## src/rtl/scramble_pkg.sv

```systemverilog
// Shared types and constants for the puzzle scramble engine and its LFSR.
package scramble_pkg;

  typedef enum logic [1:0] {
    StIdle,
    StEmit,
    StDone
  } state_e;

  localparam logic [1:0] DIR_UP    = 2'd0;
  localparam logic [1:0] DIR_DOWN  = 2'd1;
  localparam logic [1:0] DIR_LEFT  = 2'd2;
  localparam logic [1:0] DIR_RIGHT = 2'd3;

  localparam logic [15:0] LFSR_TAPS = 16'hB400;

  // Up/down and left/right differ only in bit 0.
  function automatic logic [1:0] opposite(input logic [1:0] dir);
    return dir ^ 2'b01;
  endfunction

endpackage

```

## src/rtl/scramble_lfsr.sv

```systemverilog
// 16-bit Galois LFSR (right-shifting) with seed parameter; exposes the two low state bits.
module scramble_lfsr #(
  parameter logic [15:0] SEED = 16'hACE1
) (
  input  logic       clk,
  input  logic       rst_n,
  input  logic       en,
  output logic [1:0] rnd
);
  import scramble_pkg::*;

  logic [15:0] lfsr_q, lfsr_d;

  always_comb begin
    lfsr_d = lfsr_q;
    if (en) begin
      lfsr_d = {1'b0, lfsr_q[15:1]} ^ (lfsr_q[0] ? LFSR_TAPS : 16'h0000);
    end
  end

  always_ff @(posedge clk or negedge rst_n) begin
    if (!rst_n) begin
      lfsr_q <= SEED;
    end else begin
      lfsr_q <= lfsr_d;
    end
  end

  assign rnd = lfsr_q[1:0];

endmodule

```

## src/rtl/scramble_engine.sv

```systemverilog
// Scramble responder: on a request edge emits NUM_MOVES random moves over valid/ready.
// Optional undo filter enabled by defining SCRAMBLE_NO_UNDO_EN.
module scramble_engine #(
  parameter int unsigned NUM_MOVES = 31,
  parameter logic [15:0] LFSR_SEED = 16'hACE1
) (
  input  logic       clk,
  input  logic       rst_n,
  input  logic       random_please,
  input  logic       move_ready,
  output logic       move_valid,
  output logic [1:0] move_dir,
  output logic       mix_state,
  output logic       done,
  output logic [7:0] moves_left
);
  import scramble_pkg::*;

  localparam logic [7:0] NumMoves = 8'(NUM_MOVES);

  state_e     state_q;
  logic       req_q, armed_q, pulse_q;
  logic       valid_q, mix_q, done_q;
  logic [1:0] dir_q, rnd, next_dir;
  logic [7:0] left_q;
  logic       accept;

  scramble_lfsr #(
    .SEED(LFSR_SEED)
  ) u_lfsr (
    .clk  (clk),
    .rst_n(rst_n),
    .en   (1'b1),
    .rnd  (rnd)
  );

  assign accept = valid_q & move_ready;

  // Only used for follow-on moves; the first move of a burst is always the raw draw.
  always_comb begin
    next_dir = rnd;
`ifdef SCRAMBLE_NO_UNDO_EN
    if (rnd == opposite(dir_q)) begin
      next_dir = rnd ^ 2'b10;
    end
`endif
  end

  // armed_q blocks a request level that is already high when reset is released.
  always_ff @(posedge clk or negedge rst_n) begin
    if (!rst_n) begin
      state_q <= StIdle;
      req_q   <= 1'b0;
      armed_q <= 1'b0;
      pulse_q <= 1'b0;
      valid_q <= 1'b0;
      mix_q   <= 1'b0;
      done_q  <= 1'b0;
      dir_q   <= 2'd0;
      left_q  <= 8'd0;
    end else begin
      req_q   <= random_please;
      armed_q <= armed_q | ~random_please;
      pulse_q <= random_please & ~req_q & armed_q;
      done_q  <= 1'b0;
      unique case (state_q)
        StIdle: begin
          if (pulse_q) begin
            state_q <= StEmit;
            valid_q <= 1'b1;
            mix_q   <= 1'b1;
            dir_q   <= rnd;
            left_q  <= NumMoves;
          end
        end
        StEmit: begin
          if (accept) begin
            if (left_q == 8'd1) begin
              state_q <= StDone;
              valid_q <= 1'b0;
              mix_q   <= 1'b0;
              done_q  <= 1'b1;
              dir_q   <= 2'd0;
              left_q  <= 8'd0;
            end else begin
              left_q <= left_q - 8'd1;
              dir_q  <= next_dir;
            end
          end
        end
        StDone: begin
          state_q <= StIdle;
        end
        default: begin
          state_q <= StIdle;
        end
      endcase
    end
  end

  assign move_valid = valid_q;
  assign move_dir   = dir_q;
  assign mix_state  = mix_q;
  assign done       = done_q;
  assign moves_left = left_q;

endmodule

```

## config.mk

```make
export PLATFORM = sky130hd
export DESIGN_NAME = scramble_engine
export DESIGN_NICKNAME = d
export VERILOG_FILES = /design/src/rtl/scramble_pkg.sv /design/src/rtl/scramble_lfsr.sv /design/src/rtl/scramble_engine.sv
export SDC_FILE = /design/constraint.sdc
export NUM_CORES = 1
export LEC_CHECK = 0
export CELL_PAD_IN_SITES_DETAIL_PLACEMENT = 1
export CELL_PAD_IN_SITES_GLOBAL_PLACEMENT = 2
export CORE_AREA = 4 4 71 73
export CTS_CLUSTER_DIAMETER = 30
export DETAILED_ROUTE_END_ITERATION = 12
export DIE_AREA = 0 0 75 77
export PLACE_DENSITY = 0.75
export SYNTH_ARGS = -nofsm -noshare
export SYNTH_HDL_FRONTEND = slang
export SYNTH_SLANG_ARGS = --single-unit
```

## constraint.sdc

```tcl
create_clock -name clk -period 2.5 [get_ports clk]
set_input_delay 0.25 -clock clk [delete_from_list [all_inputs] [get_ports clk]]
set_output_delay 0.25 -clock clk [all_outputs]
set_load 0.1 [all_outputs]
```

-- Word level (Yosys, flattened, before mapping)
Index checks and enable logic that the tools add are counted.
- flip-flop bits (word level): 33
- input port bits: 4
- output and inout port bits: 13
- logic and storage cells: 47
- add/sub/neg operators: 1
- equality and inequality tests: 5
- multiplexer cells: 20
- bitwise gates (word level): 7
- reductions and logical operators: 5
- operators with widths (cell ; number):
    $mux 8 ; 3
    $mux 16 ; 1
    $pmux 8 s2 ; 1
    $xor 15x16->16 ; 1
    $mux 2 ; 6
    $eq 8x1->1 const B ; 1
    $pmux 2 s2 ; 2
    $sub 8x1->8 const B ; 1
    $mux 1 ; 6
    $ne 2x2->1 const B ; 3
    $reduce_and 3->1 ; 2
    $reduce_and 4->1 ; 1
    $and 1x1->1 ; 3
    $eq 2x1->1 const B ; 1
    $logic_not 2->1 ; 1
    $not 1->1 ; 2
    $pmux 1 s2 ; 1
    $reduce_bool 2->1 ; 1
    $or 1x1->1 ; 1

-- Logic depth before layout (Yosys ltp)
- depth after elaboration: 4
- depth in mapped cells: 6
- gate-level depth less buffers: 6

-- Hierarchy
A second synthesis with hierarchy kept.
- cells, all modules: 122
- area total of the unflattened synthesis: 1490.2 um^2
- modules (own cells, without submodules) (module ; times used ; cells each ; area an instance (um^2) ; seq. area each (um^2)):
    scramble_engine ; 1 ; 80 ; 819.5 ; 425.4
    scramble_lfsr ; 1 ; 42 ; 670.6 ; 410.4

-- Worst setup path after synthesis
No wires, ideal clock.
- kind: flip-flop to flip-flop
- from: register left_q[0] (netlist: moves_left[0])
- to: register left_q[0] (netlist: moves_left[0])
- setup time: 0.120 ns
- arrival time: 2.311 ns
- data required time: 2.380 ns
- setup slack: 0.069 ns
- stages on the path, launching flop included: 6
- path buffers: 0
- clock period less this slack: 2.431 ns
- cell sequence: dfrtp_1 ha_1 or3b_2 nor4b_4 a211oi_1 a21o_1
- cells in the longest elaborated chain, start to end: 4
- elaborated cells between the ends (all ways): 5
- those cells by class: add/sub (1); eq/ne (1); mux (3)
- RTL lines (what ; line ; source):
    start, declared ; scramble_engine.sv:25 ; logic [7:0] left_q;
    start signal, assigned ; scramble_engine.sv:73 ; left_q <= NumMoves;
    start signal, assigned ; scramble_engine.sv:86 ; left_q <= left_q - 8'd1;
    $sub 8x1->8 / $eq 8x1->1 (equally long branches) ; scramble_engine.sv:86, scramble_engine.sv:78 ;
    $mux 8 * ; scramble_engine.sv:78 ; if (left_q == 8'd1) begin
    $mux 8 * ; scramble_engine.sv:77 ; if (accept) begin
    $pmux 8 s2 * ; scramble_engine.sv:66 ; unique case (state_q)
Every way passes the cells marked *; elsewhere a longest branch is shown, timed or not. The select of a mux whose other input is x is not followed.
A chain may end at the register's enable or synchronous reset.

-- Worst setup path after layout
- from: register left_q[1] (netlist: moves_left[1])
- to: register left_q[3] (netlist: moves_left[3])
The elaborated chain is that of the path after synthesis.

==> parameters.txt <==
Parameter                              Value

CTS
  Total of hold buffers inserted after clock tree synthesis ... 0
  Longest Clk Path Bufs ... 2
  Clock latency reported for the late side of the worst-skew pair ... around 0.29 ns
  CTS root buf ... sky130_fd_sc_hd__clkbuf_8
  Number of gates resized after CTS ... 0
  Clock slew at reported path FFs ... 0.07 ns
  CTS tree ... built
  Number of sinks driven by the clock tree ... 33
  Post-CTS setup-driven buffer insertion count ... 0
  Number of buffers created by CTS ... 5
  Clock H-tree levels ... 2

Run status
  Outcome ... finished clean

Drt
  Wire length after detailed routing ... around 2600 µm
  Pre-Repair DR Iteration Count ... 4
  Wirelength per Cell ... 15.1 µm
  Routed via count ... 845
  Drc violations ... 0
  Number of vias per cell ... 4.91
  Post-detailed-route count of antenna-violating nets ... 0
  First DRT Iteration DRCs ... 30

Place
  Placed wire-length estimate after detailed placement ... 1760 µm
  Global placer's final weighted congestion ... 0.696
  Instance area at placement ... 1450 µm²
  Port Buffers ... 16

Setup path
  Critical path endpoint category ... register
  Depth of the worst register-to-register path ... 6
  Worst EP required ... 2.68 ns
  Buffers & Inverters on Critical Path ... 1
  Startpoint type of the worst setup path ... register
  Stages on worst setup path ... 6
  Critical path start-end classification ... register to register
  Worst path slowest cell ... sky130_fd_sc_hd__or3b_2
  Crit Reg-Reg Startpoint ... moves_left[1]
  Family with the most delay on the worst path ... simple AND/OR/NAND/NOR gates
  Worst Path Arrival ... 2.17 ns
  Max stage delay on crit path ... 0.50 ns
  Setup slack of the worst register-to-register path ... 0.52 ns
  Highest fanout seen on the critical path ... 7
  Ordered list of cells on the worst path ... inv_1 -> ha_1 -> or3b_2 -> nor4b_4 -> a31oi_1 -> o22a_1
  Terminus of the critical flop-to-flop path ... moves_left[3]

Yosys
  Cell area after synthesis ... 1280 µm²
  Total nets after synthesis ... around 110
  Avg Synthesized Cell Area ... approximately 13 µm²
  Number of different library cells in the post-synthesis netlist ... 34
  Number of register bits inferred by synthesis ... 33
  Number of warning messages in the yosys log ... 0
  Cells after synthesis ... 99
  Combinational family with the most area after synthesis ... compound AO/OA/AOI/OAI gates
  Mux cell area share after synthesis ... 0%
  Sequential cell area fraction in the yosys report ... 65.5%
  Fraction of the mapped netlist area in compound gates ... 13.6%
  Synthesized-area fraction occupied by adder cells ... under 10%
  Xor and xnor fraction of the mapped netlist area ... 2.06%
  Synthesized-area fraction occupied by and/or/nand/nor cells ... 13.5%

Cells and area
  Final core utilization ... 35.9%
  Fin nets ... approximately 130
  Fraction of layout cells with a size suffix above 1 ... 32.5%
  Number of filler cells placed in the layout ... 467
  Area added between synthesis and finish ... 22.5%
  Number of antenna cells inserted ... 0
  Design area ... 1560 µm²

Run
  Max capacitance violation total ... 0

Global routing
  Maximum number of pins on one net before global-route repair ... 34
  Initial antenna violation count ... 0
  Congestion Overflow GR ... 0
  Global-route wire length before repair ... 4480 µm
  Vias in the first global route ... 910
  GRT Overall Usage ... 10.7%

Power and ir drop
  Net Sw Power ... roughly 0.22 mW
  Switching part of the total power ... 20.5%
  Proportion of power drawn by flip-flops and latches ... 50.9%
  Maximum vdd ir drop ... 0.000420 V
  Internal power of the cells ... 0.840 mW
  Clock network fraction of total power ... between 40% and 50%
  Share of power burned in combinational logic ... 1.7%
  P_leak ... 0.746 nW
  Power density relative to cell area ... 675 nW/µm²

STA
  Crit share post-route ... between 70% and 80%
  Final Setup Violations ... 0
  Worst Tran Pin Value ... 0.637 ns
  Number of hold violations in the final report ... 0
  Max Transition Viols Final ... 0
  Maximum clock frequency ... 504 MHz
  Setup TNS after final layout ... 0 ns
  Worst clock skew on the final layout ... 0.00693 ns
  Shortest clock period the worst path allows after layout ... 1.98 ns
  Worst rel slew slack ... 57.3%
  Hold slack final ... 0.355 ns
  Setup repair after global routing missed its margin ... no

Floorplanning
  Core area ... 4350 µm²
  Die ar. ... roughly 5800 µm²
  Height of the die ... 77 µm
  Rows ... 24
  Number of placed I/O pins ... 17
  Width of the chip ... 75 µm
  Initial core utilization ... 29.3%

Worst hold path
  Worst min-delay path category ... primary input to asynchronous set/reset pin
==> cell families (layout without fill, tap and decap cells) <==
group	Yosys count	count (layout)
fa+ha+maj	2	2
flops	33	33
buf+inv	7	28
compound gates	25	25
xor+xnor	3	3
simple gates	29	29
==> layout make-up <==
cell class                      instances  area, µm²  share of cell area [%]
Sequential cell                        33        836                    53.4
Clock buffer                            5       68.8                    4.40
Tap cell                               52       65.1                    4.16
Timing Repair Buffer                   18        143                    9.12
Clock inverter                          3       46.3                    2.96
Multi-Input combinational cell         59        398                    25.4
Inverter                                2       7.51                   0.480
==> metal layers <==
metal	vias to the layer above	track usage, %	wire, µm
met5	-	0	0
met4	0	4.80	60
met3	7	4.71	151
met2	16	16.6	1300
met1	431	12.3	1090
li1	391	-	-
==> metrics by stage <==
| step | std cells | total power [mW] | worst slack (ns) |
|---|---|---|---|
| 5_1_grt | 172 | 1.11 | 0.400 |
| 3_5_place_dp | 164 | 0.565 | 0.509 |
| 6_report | 172 | 1.06 | 0.516 |
| 3_3_place_gp | 164 | 0.565 | 0.576 |
| 2_1_floorplan | 99 | 0.547 | 0.0687 |
| 4_1_cts | 172 | 1.08 | 0.494 |
==> worst max path at each step <==
stage	start	to	slack, ns
final	moves_left[1]	moves_left[3]	0.52
after global placement	moves_left[1]	moves_left[4]	0.58
after CTS	moves_left[1]	moves_left[3]	0.49
after floorplan	moves_left[0]	moves_left[0]	0.07
after global routing	moves_left[1]	moves_left[4]	0.40
after detailed placement	moves_left[1]	moves_left[3]	0.51
==> cells in the mapped netlist, drive strengths merged <==
master	count	area share, %
or3	1	0.59
nand2	7	2.1
dfrtp	25	49
a22o	5	3.5
o41ai	1	0.69
nor3	3	1.2
a21oi	1	0.39
inv	2	0.59
nor3b	1	0.59
clkbuf	2	0.69
a21o	2	1.2
nand2b	2	0.98
or3b	1	0.69
o21ai	8	3.1
a31oi	3	1.5
xor2	3	2.1
o22a	1	0.69
dfstp	8	16
nor2	7	2.1
o21bai	1	0.59
nor4	2	0.98
a211oi	1	0.59
nor2b	1	0.49
a31o	1	0.69
and3	2	1.2
nor4b	1	1.9
ha	2	2.0
buf	3	2.1
a41oi	1	0.69
or4	1	0.88
==> registers in the layout, summed over array words and instances (netlist names) <==
register	count
pulse_q	1
done	1
armed_q	1
req_q	1
mix_state	1
state_q	2
move_dir	2
u_lfsr.lfsr_q	16
moves_left	8
==> power groups by stage <==
stage | Combinational [mW] | Sequential [mW] | Clock, mW
6_report | 0.0181 | 0.537 | 0.501
4_1_cts | 0.0192 | 0.537 | 0.521
3_5_place_dp | 0.0189 | 0.546 | 0
2_1_floorplan | 0.000981 | 0.546 | 0
3_3_place_gp | 0.0183 | 0.546 | 0
5_1_grt | 0.0215 | 0.537 | 0.548
==> worst reg2reg max path, delay by kind of cell, from the launching register on <==
kind	cells	cell delay (ns)
AO/OA/AOI/OAI	2	0.31
adder cells (fa/ha/maj)	1	0.14
buffers and inverters	1	0.10
flip-flops	1	0.42
AND/OR/NAND/NOR	2	0.91
==> placed cells by master (no fill, tap or decap), drive strengths merged, types with 2 or more instances in the layout <==
master / n
dfrtp: 25
buf: 15
dfstp: 8
o21ai: 8
nand2: 7
nor2: 7
clkbuf: 5
a22o: 5
xor2: 3
a31oi: 3
nor3: 3
clkdlybuf4s50: 3
inv: 2
nand2b: 2
and3: 2
a21o: 2
nor4: 2
ha: 2
Note: power is estimated with default switching activity, not from simulation.
